===== src/rtl/synth_pkg.sv =====
// Shared defaults and encodings for the voice allocator slice.
package synth_pkg;
   localparam int unsigned NUM_VOICES = 8;
   localparam int unsigned NOTE_W     = 7;
   localparam int unsigned REG_W      = 16;
   localparam int unsigned RANK_W     = $clog2(NUM_VOICES);

   typedef enum logic {
      IDLE  = 1'b0,
      APPLY = 1'b1
   } state_t;
endpackage


===== src/rtl/voice_allocator_if.sv =====
// Note event handshake between the core (master) and the voice allocator (slave).
interface voice_allocator_if #(
   parameter int unsigned NOTE_W = synth_pkg::NOTE_W,
   parameter int unsigned REG_W  = synth_pkg::REG_W
);
   logic              ev_valid;
   logic              ev_ready;
   logic              ev_on;
   logic [NOTE_W-1:0] ev_note;
   logic [REG_W-1:0]  ev_period;

   modport master (output ev_valid, ev_on, ev_note, ev_period, input ev_ready);
   modport slave  (input ev_valid, ev_on, ev_note, ev_period, output ev_ready);
endinterface


===== src/rtl/voice_lru_rank.sv =====
// Allocation-age ranks per voice: 0 = most recent, NUM_VOICES-1 = oldest.
module voice_lru_rank #(
   parameter int unsigned NUM_VOICES = synth_pkg::NUM_VOICES,
   localparam int unsigned RANK_W = $clog2(NUM_VOICES)
) (
   input  logic              clk,
   input  logic              reset,
   input  logic              alloc,
   input  logic [RANK_W-1:0] alloc_idx,
   output logic [RANK_W-1:0] oldest
);
   logic [RANK_W-1:0] rank [NUM_VOICES];

   // Promote the allocated voice to 0, age every voice that was younger than it
   always_ff @(posedge clk or posedge reset) begin
      if (reset) begin
         for (int i = 0; i < NUM_VOICES; i++) rank[i] <= RANK_W'(i);
      end else if (alloc) begin
         for (int i = 0; i < NUM_VOICES; i++) begin
            if (RANK_W'(i) == alloc_idx)
               rank[i] <= '0;
            else if (rank[i] < rank[alloc_idx])
               rank[i] <= rank[i] + RANK_W'(1);
         end
      end
   end

   always_comb begin
      oldest = '0;
      for (int i = 0; i < NUM_VOICES; i++)
         if (rank[i] == RANK_W'(NUM_VOICES - 1)) oldest = RANK_W'(i);
   end
endmodule


===== src/rtl/voice_allocator.sv =====
// Shares the pwm tone generators as a voice pool: retrigger, lowest free, else steal oldest.
module voice_allocator #(
   parameter int unsigned NUM_VOICES = synth_pkg::NUM_VOICES,
   parameter int unsigned NOTE_W     = synth_pkg::NOTE_W,
   parameter int unsigned REG_W      = synth_pkg::REG_W,
   localparam int unsigned RANK_W = $clog2(NUM_VOICES),
   localparam int unsigned CNT_W  = RANK_W + 1
) (
   input  logic                        clk,
   input  logic                        reset,
   voice_allocator_if.slave            ev,
   input  logic                        all_off,
   output logic [NUM_VOICES*REG_W-1:0] pwm_regs,
   output logic [NUM_VOICES-1:0]       voice_busy,
   output logic                        steal,
   output logic [CNT_W-1:0]            active_count
);
   import synth_pkg::*;

   state_t            state, state_nxt;
   logic              accept, apply, do_on, steal_c;
   logic              lat_on;
   logic [NOTE_W-1:0] lat_note;
   logic [REG_W-1:0]  lat_period;

   logic [NOTE_W-1:0] notes     [NUM_VOICES];
   logic [NOTE_W-1:0] notes_nxt [NUM_VOICES];
   logic [REG_W-1:0]  regs      [NUM_VOICES];
   logic [REG_W-1:0]  regs_nxt  [NUM_VOICES];
   logic [NUM_VOICES-1:0] busy_nxt, match;
   logic [CNT_W-1:0]  cnt_nxt;
   logic              hit, any_free;
   logic [RANK_W-1:0] hit_idx, free_idx, oldest, chosen;

   assign accept = ev.ev_valid && ev.ev_ready;
   assign apply  = (state == APPLY);

   always_ff @(posedge clk or posedge reset) begin
      if (reset) state <= IDLE;
      else       state <= state_nxt;
   end

   always_comb begin
      state_nxt = state;
      case (state)
         IDLE:    if (accept) state_nxt = APPLY;
         APPLY:   state_nxt = IDLE;
         default: state_nxt = IDLE;
      endcase
   end

   // all_off wins over a pending request in IDLE
   always_comb begin
      ev.ev_ready = 1'b0;
      if (state == IDLE) ev.ev_ready = !all_off;
   end

   always_ff @(posedge clk or posedge reset) begin
      if (reset) begin
         lat_on     <= 1'b0;
         lat_note   <= '0;
         lat_period <= '0;
      end else if (accept) begin
         lat_on     <= ev.ev_on;
         lat_note   <= ev.ev_note;
         lat_period <= ev.ev_period;
      end
   end

   // Descending scan so the lowest matching/free index wins
   always_comb begin
      match    = '0;
      hit      = 1'b0;
      hit_idx  = '0;
      any_free = 1'b0;
      free_idx = '0;
      for (int i = NUM_VOICES - 1; i >= 0; i--) begin
         if (voice_busy[i] && notes[i] == lat_note) begin
            match[i] = 1'b1;
            hit      = 1'b1;
            hit_idx  = RANK_W'(i);
         end
         if (!voice_busy[i]) begin
            any_free = 1'b1;
            free_idx = RANK_W'(i);
         end
      end
   end

   // A zero period is treated as a note-off
   assign do_on   = apply && lat_on && (lat_period != '0);
   assign chosen  = hit ? hit_idx : (any_free ? free_idx : oldest);
   assign steal_c = do_on && !hit && !any_free;

   voice_lru_rank #(.NUM_VOICES(NUM_VOICES)) u_lru (
      .clk       (clk),
      .reset     (reset),
      .alloc     (do_on),
      .alloc_idx (chosen),
      .oldest    (oldest)
   );

   always_comb begin
      busy_nxt  = voice_busy;
      regs_nxt  = regs;
      notes_nxt = notes;
      if (state == IDLE && all_off) begin
         busy_nxt = '0;
         for (int i = 0; i < NUM_VOICES; i++) regs_nxt[i] = '0;
      end else if (do_on) begin
         busy_nxt[chosen]  = 1'b1;
         regs_nxt[chosen]  = lat_period;
         notes_nxt[chosen] = lat_note;
      end else if (apply) begin
         for (int i = 0; i < NUM_VOICES; i++) begin
            if (match[i]) begin
               busy_nxt[i] = 1'b0;
               regs_nxt[i] = '0;
            end
         end
      end
      cnt_nxt = '0;
      for (int i = 0; i < NUM_VOICES; i++) cnt_nxt = cnt_nxt + CNT_W'(busy_nxt[i]);
   end

   always_ff @(posedge clk or posedge reset) begin
      if (reset) begin
         voice_busy   <= '0;
         active_count <= '0;
         steal        <= 1'b0;
         for (int i = 0; i < NUM_VOICES; i++) begin
            regs[i]  <= '0;
            notes[i] <= '0;
         end
      end else begin
         voice_busy   <= busy_nxt;
         active_count <= cnt_nxt;
         steal        <= steal_c;
         regs         <= regs_nxt;
         notes        <= notes_nxt;
      end
   end

   for (genvar g = 0; g < NUM_VOICES; g++) begin : g_pwm
      assign pwm_regs[g*REG_W +: REG_W] = regs[g];
   end
endmodule


===== src/flat_wrapper.sv =====
// flat-port wrapper written by rule: the top's interface ports become plain ports
module voice_allocator_flat import synth_pkg::*;
#(
   parameter int unsigned NUM_VOICES = synth_pkg::NUM_VOICES,
   parameter int unsigned NOTE_W     = synth_pkg::NOTE_W,
   parameter int unsigned REG_W      = synth_pkg::REG_W,
   localparam int unsigned RANK_W = $clog2(NUM_VOICES),
   localparam int unsigned CNT_W  = RANK_W + 1
)
  (clk, reset, all_off, pwm_regs, voice_busy, steal, active_count, ev_ev_valid, ev_ev_on, ev_ev_note, ev_ev_period, ev_ev_ready);
  voice_allocator_if #(.NOTE_W(NOTE_W), .REG_W(REG_W)) ev_i ();
  input  logic clk;
  input  logic reset;
  input  logic all_off;
  output logic [NUM_VOICES*REG_W-1:0] pwm_regs;
  output logic [NUM_VOICES-1:0] voice_busy;
  output logic steal;
  output logic [CNT_W-1:0] active_count;
  input wire logic [$bits(ev_i.ev_valid)-1:0] ev_ev_valid;
  input wire logic [$bits(ev_i.ev_on)-1:0] ev_ev_on;
  input wire logic [$bits(ev_i.ev_note)-1:0] ev_ev_note;
  input wire logic [$bits(ev_i.ev_period)-1:0] ev_ev_period;
  output wire logic [$bits(ev_i.ev_ready)-1:0] ev_ev_ready;
  assign ev_i.ev_valid = ev_ev_valid;
  assign ev_i.ev_on = ev_ev_on;
  assign ev_i.ev_note = ev_ev_note;
  assign ev_i.ev_period = ev_ev_period;
  assign ev_ev_ready = ev_i.ev_ready;
  voice_allocator #(.NUM_VOICES(NUM_VOICES), .NOTE_W(NOTE_W), .REG_W(REG_W)) u_core (.clk(clk), .reset(reset), .ev(ev_i), .all_off(all_off), .pwm_regs(pwm_regs), .voice_busy(voice_busy), .steal(steal), .active_count(active_count));
endmodule

===== config.mk =====
export PLATFORM = sky130hd
export DESIGN_NAME = voice_allocator_flat
export DESIGN_NICKNAME = d
export VERILOG_FILES = /design/src/rtl/synth_pkg.sv /design/src/rtl/voice_allocator_if.sv /design/src/rtl/voice_lru_rank.sv /design/src/rtl/voice_allocator.sv /design/src/flat_wrapper.sv
export SDC_FILE = /design/constraint.sdc
export NUM_CORES = 1
export LEC_CHECK = 0
export CAP_MARGIN = 20
export CORE_ASPECT_RATIO = 1.2
export CORE_MARGIN = 8
export CORE_UTILIZATION = 50
export DETAILED_ROUTE_END_ITERATION = 10
export HOLD_SLACK_MARGIN = 0.03
export MAX_ROUTING_LAYER = met4
export PLACE_DENSITY = 0.74
export SETUP_SLACK_MARGIN = 0.3
export SLEW_MARGIN = 15
export SYNTH_ARGS = -nofsm -noshare
export SYNTH_HDL_FRONTEND = slang
export SYNTH_SLANG_ARGS = --single-unit

===== constraint.sdc =====
create_clock -name clk -period 10.85 [get_ports clk]
set_clock_uncertainty 0.2 [all_clocks]
set_input_delay 1.6275 -clock clk [delete_from_list [all_inputs] [get_ports clk]]
set_output_delay 1.6275 -clock clk [all_outputs]
set_load 0.02 [all_outputs]

# Word level (Yosys, flattened, before mapping)
# Index checks and enable logic that the tools add are counted.
[classes] n_addsub=15 n_lt_le_gt_ge=12 n_eq_ne=22 n_mux=100 n_reduce_logical=55 bitwise=4
[ops] operator="2-to-1 mux 128 bit" n=3
[ops] operator="2-to-1 mux 16 bit" n=9
[ops] operator="bitwise mux 128 bit" n=1
[ops] operator="2-to-1 mux 3 bit" n=42
[ops] operator="bitwise mux 56 bit" n=1
[ops] operator="equality test 7 bit" n=8
[ops] operator="demux 16 bit (select 3 bit)" n=1
[ops] operator="2-to-1 mux 1 bit" n=35
[ops] operator="AND reduction 2 bit" n=17
[ops] operator="nonzero test 3 bit" n=9
[ops] operator="adder 3 x 1 -> 3 bit, second input constant" n=8
[ops] operator="adder 4 x 1 -> 4 bit" n=6
[ops] operator="< comparator 3 bit" n=8
[ops] operator="2-to-1 mux 8 bit" n=3
[ops] operator="demux 7 bit (select 3 bit)" n=1
[ops] operator="equality test 3 bit, second input constant" n=7
[ops] operator="logical AND 1 bit" n=16
[ops] operator="nonzero test 16 bit" n=1
[ops] operator="nonzero test 2 bit" n=8
[ops] operator="equality test 3 bit, first input constant" n=4
[ops] operator="binary-select mux 3 bit (select 3 bit)" n=1
[ops] operator="bitwise OR 8 bit" n=1
[ops] operator="2-to-1 mux 7 bit" n=1
[ops] operator="equality test 2 x 3 -> 1 bit, first input constant" n=2
[ops] operator="other kinds (12)" n=15
[word_totals] wordCells=239 inputBits=28 register_bits=246 output_inout_bits=142

# Longest topological paths before layout
[depth] depth_word=25 depth_mapped=21 depth_no_buf=19

# By module
# From an unflattened synthesis, not the netlist that was laid out.
[hier_totals] cells_unflattened=1011 area_unflattened_um2=11833.8
[by_module_without_submodules] mod="voice_allocator" cells_per_inst=816 area_per_inst_um2=9826.9 seq_area_each_um2=5555.3 n_inst=1
[by_module_without_submodules] mod="voice_lru_rank" cells_per_inst=195 area_per_inst_um2=2006.9 seq_area_each_um2=615.6 n_inst=1

# Worst setup path after synthesis
# Ideal clock, no wire load.
[synth_timing] kind="reg-to-reg" from="register u_core.lat_note[6]" to="register u_core.active_count[2]" setup_time_ps=123 slack_ps=5551 path_stages_with_launch=21 arrival_time_ps=4976 required_ps=10527 n_path_buf=3 period_less_slack_ps=5299 cell_sequence="dfrtp_1 > buf_4 > xor2_1 > nor4_1 > and4_1 > a21boi_0 > o22ai_1 > mux2i_2 > or3_1 > or2_1 > buf_2 > clkbuf_1 > a21oi_1 > ha_1 > inv_1 > fa_1 > fa_1 > inv_1 > fa_1 > fa_1 > xor2_1"
[synth_between] elab_chain_len=25 elab_cells_between_ends=64 classes_between="7 x add/sub; 2 x order compare; 8 x eq/ne; 37 x mux; 1 x bitwise; 9 x reduce/logical"
[synth_lines] element="start, declared" line_no="voice_allocator.sv:23" source="logic [NOTE_W-1:0] lat_note;"
[synth_lines] element="start signal, assigned" line_no="voice_allocator.sv:65" source="lat_note <= ev.ev_note;"
[synth_lines] element="equality test 7 bit" line_no="voice_allocator.sv:78" source="if (voice_busy[i] && notes[i] == lat_note) begin"
[synth_lines] element="logical AND 1 bit" line_no="voice_allocator.sv:78"
[synth_lines] element="2-to-1 mux 3 bit / 2-to-1 mux 1 bit (equally long branches) (8 in a row)" line_no="voice_allocator.sv:78"
[synth_lines] element="2-to-1 mux 3 bit" line_no="voice_allocator.sv:92" source="assign chosen = hit ? hit_idx : (any_free ? free_idx : oldest);"
[synth_lines] element="< comparator 3 x 4 -> 1 bit (not written as such) / >= comparator 3 x 1 -> 1 bit (equally long branches)" line_no="voice_allocator.sv:111" source="busy_nxt[chosen] = 1'b1;"
[synth_lines] element="logical AND 1 bit (not written as such)" line_no="voice_allocator.sv:111"
[synth_lines] element="2-to-1 mux 1 bit (not written as such)" line_no="voice_allocator.sv:111"
[synth_lines] element="demux 1 bit (select 3 bit)"
[synth_lines] element="bitwise OR 8 bit (no line)"
[synth_lines] element="2-to-1 mux 8 bit (*)" line_no="voice_allocator.sv:110" source="end else if (do_on) begin"
[synth_lines] element="2-to-1 mux 8 bit (*)" line_no="voice_allocator.sv:107" source="if (state == IDLE && all_off) begin"
[synth_lines] element="net u_core.busy_nxt[1]" line_no="voice_allocator.sv:30" source="logic [NUM_VOICES-1:0] busy_nxt, match;"
[synth_lines] element="adder 1 x 1 -> 2 bit (*)" line_no="voice_allocator.sv:123" source="for (int i = 0; i < NUM_VOICES; i++) cnt_nxt = cnt_nxt + CNT_W'(busy_nxt[i]);"
[synth_lines] element="adder 4 x 1 -> 4 bit (*) (6 in a row)" line_no="voice_allocator.sv:123"
[synth_lines] element="net u_core.cnt_nxt[2]" line_no="voice_allocator.sv:31" source="logic [CNT_W-1:0] cnt_nxt;"
[synth_lines] element="end signal, assigned" line_no="voice_allocator.sv:137" source="active_count <= cnt_nxt;"
[synth_lines] element="end, declared" line_no="voice_allocator.sv:16" source="output logic [CNT_W-1:0] active_count"
# The timed path passes the listed nets; every way through them passes the cells marked *.
# A chain may end at the register's enable or synchronous reset.

# Worst setup path in the final report
[layout_timing] from="register u_core.lat_note[1]" to="register u_core.active_count[2]"
# The elaborated chain is that of the path after synthesis.

==> results.sh <==
export IMPL_synth_cells=1069
export IMPL_required_ps=11070
export IMPL_hpwl_microns=23400
export IMPL_synth_warnings=0
export IMPL_drt_met1_wl_microns=13400
export IMPL_holdPathStages=2
export IMPL_layout_nets=1289
export IMPL_hold_start="u_core.pwm_regs[86]"
export IMPL_syn_area_per_cell_sq_um=10.8
export IMPL_post_cts_buffers=0
export IMPL_period_share=0.578
export IMPL_fin_crit_ps=6270
export IMPL_p_clk_frac=0.350
export IMPL_relSlewSlack=0.253
export IMPL_setup_viol=0
export IMPL_antenna_found_initial=0
export IMPL_leakagePower_nw=6.54
export IMPL_r2r_end="u_core.active_count[2]"
export IMPL_n_fill_cell=1845
export IMPL_yosysSeqAreaShare=0.535
export IMPL_synth_distinct_cells=66
export IMPL_critical_path_class="register to register"
export IMPL_syn_area_sq_mm=0.0115
export IMPL_initial_core_util=0.504
export IMPL_fin_setup_tns_ps=0
export IMPL_worst_hold_slack_ps=277
export IMPL_p_per_area_mw_per_mm2=177
export IMPL_grt_pass1_wl_microns=52000
export IMPL_r2r_cells=17
export IMPL_antenna_left=0
export IMPL_rsz0062_at_grt="no"
export IMPL_grt_pass1_vias=9102
export IMPL_wirelength_microns=32900
export IMPL_drtIter0Drc=642
export IMPL_wl_per_cell_microns=21.6
export IMPL_cts_made_buffers=24
export IMPL_postCtsHoldBufs=0
export IMPL_h_tree_depth=1
export IMPL_routabilityCongestion=0.877
export IMPL_synth_ff_type="dfrtp_1"
export IMPL_hold_class="register to register"
export IMPL_clkLatencyLatePin_ps=530
export IMPL_overflow=0
export IMPL_std_cell_rows=61
export IMPL_drive_gt1_frac=0.132
export IMPL_drcViolationCount=0
export IMPL_async_flop_share=1.00
export IMPL_antenna_diode_count=0
export IMPL_coreArea_sq_mm=0.0229
export IMPL_die_area_sq_mm=0.0282
export IMPL_ctsResizeCount=0
export IMPL_syn_num_nets=1135
export IMPL_avgViaCountPerCell=5.88
export IMPL_path_max_fanout=21
export IMPL_comb_power_share=0.198
export IMPL_tritoncts="built"
export IMPL_clock_path_buffers=3
export IMPL_ff2ff_setup_slack_ps=4580
export IMPL_outcome="completed"
export IMPL_first_pass_iters=5
export IMPL_worstSetupEndpointType="register"
export IMPL_track_usage=0.238
export IMPL_worst_pin_slew_ps=1120
export IMPL_cap_violations=0
export IMPL_areaGrowthSynthToFinish_pct=23.5
export IMPL_ios=170
export IMPL_arrival_ps=6490
export IMPL_cts_root_buf="clkbuf_16"
export IMPL_clkTransAtPathRegs_ps=70
export IMPL_ys_ff_latch=246
export IMPL_die_y_microns=182
export IMPL_cp_startpoint="u_core.lat_note[1]"
export IMPL_intPower_mw=1.75
export IMPL_grt_max_degree=105
export IMPL_report_final_slew_viol_count=0
export IMPL_vdd_drop_max_mv=0.109
export IMPL_p_switching_uw=766
export IMPL_hold_viol=0
export IMPL_start_kind="register"
export IMPL_cts_sinks=246
export IMPL_holdPathEnd="u_core.pwm_regs[86]"
export IMPL_die_width_microns=155
export IMPL_swShare=0.305
export IMPL_clock_fmax_mhz=160
export IMPL_top_layer_used="met4"
export IMPL_wl_met2_microns=16300
export IMPL_wl_met3_microns=2500
export IMPL_place_port_buffers=169
export IMPL_worstReg2RegStart="u_core.lat_note[1]"
export IMPL_synth_edf_count=0
export IMPL_seqPwrFrac=0.451
export IMPL_dr_total_vias=8943
==> per-stage QoR <==
step / util / power, mW / setup WS, ps / instance area (sq um) / instances
2_1_floorplan: - / 1.49 / 2280 / 11500 / 1069
3_3_place_gp: 0.585 / 1.62 / 4800 / 13400 / 1479
3_5_place_dp: 0.585 / 1.64 / 4640 / 13400 / 1479
4_1_cts: 0.622 / 2.52 / 4570 / 14200 / 1521
5_1_grt: 0.622 / 2.64 / 4110 / 14200 / 1522
6_report: 0.622 / 2.52 / 4580 / 14200 / 1522
==> worst max-delay path, stage by stage (launching register included) <==
cell and delay, ps:
dfrtp_1 800, xor2_1 140, nor4_1 430, nand4_1 290
nand4b_4 200, or3_4 160, mux2i_2 870, and3_1 400
nand2_1 100, a21oi_1 220, ha_1 270, inv_1 80
fa_1 450, fa_1 500, inv_1 70, fa_1 410
fa_1 390, xor2_1 170
==> layout by cell type (no fill, tap or decap), drive strengths merged, types with 12 or more instances in the layout <==
cell type and n:
a21oi 33, a2bb2o 16, and2 13, buf 17, clkbuf 33, clkdlybuf4s50 169
dfrtp 234, dfstp 12, ha 34, inv 21, mux2 80, nand2 184
nand3 22, nand4 12, nor2 27, nor3 12, nor4 13, o21ai 133
xor2 49
==> routing by layer <==
| metal | track usage | up-vias |
|---|---|---|
| li1 | - | 4052 |
| met2 | 0.409 | 358 |
| met5 | - | - |
| met4 | 0.0612 | 0 |
| met3 | 0.0386 | 65 |
| met1 | 0.289 | 4468 |
==> power by group through the flow <==
stage / clock (mW) / combinational (mW) / sequential, mW
2_1_floorplan: 0 / 0.394 / 1.09
3_3_place_gp: 0 / 0.479 / 1.15
3_5_place_dp: 0 / 0.495 / 1.15
4_1_cts: 0.892 / 0.499 / 1.13
5_1_grt: 0.932 / 0.558 / 1.15
6_report: 0.881 / 0.499 / 1.14
==> sequential cells by signal (all words and copies together), names as in the netlist <==
signal,cells
u_core.notes,56
u_core.lat_note,7
u_core.lat_period,16
u_core.u_lru.rank,24
u_core.apply,1
u_core.lat_on,1
u_core.active_count,4
u_core.voice_busy,8
u_core.pwm_regs,128
u_core.steal,1
==> Yosys cell counts, drive strengths merged (6+ instances only) <==
library cell,number,share of area
mux2i,11,0.0099
nand2,184,0.060
clkbuf,29,0.0094
xnor2,8,0.0061
nor4,13,0.0094
mux2,80,0.078
nor2,27,0.0088
o211ai,6,0.0039
o21ai,133,0.058
nor2b,8,0.0043
a211oi,6,0.0039
a2bb2o,16,0.014
xor2,49,0.037
dfstp,12,0.027
dfrtp,234,0.51
nor3,12,0.0056
nand3,22,0.0095
a31oi,8,0.0043
buf,30,0.018
nand4,12,0.0076
and2,13,0.0070
inv,20,0.0065
ha,34,0.037
a21oi,33,0.014
==> kinds of logic after synthesis <==
kind of cell    after synthesis  share of synthesized area
compound gates              246                      0.130
xor+xnor                     57                     0.0433
fa+ha+maj                    38                     0.0438
buf+inv                      79                     0.0336
flops                       246                      0.535
mux                          91                     0.0880
simple gates                312                      0.126
==> final cells by class <==
class	count	area [sq um]	share of cell area
sequential	246	6170	0.433
multi-input combinational	744	4980	0.350
timing repair buffer	187	1830	0.128
clock buffer	32	661	0.0464
tap	283	354	0.0249
clock inverter	10	170	0.0119
inverter	20	82.6	0.00580
==> worst max-delay path by stage <==
stage | endpoint | depth (start not counted) | slack (ps)
final | u_core.active_count[2] | 17 | 4580
after global routing | u_core.active_count[2] | 17 | 4110
after CTS | u_core.active_count[2] | 17 | 4570
after detailed placement | u_core.active_count[2] | 17 | 4640
after global placement | u_core.active_count[2] | 17 | 4800
after floorplan | u_core.active_count[0] | 1 | 2280
Power figures use the tool's default switching activity.
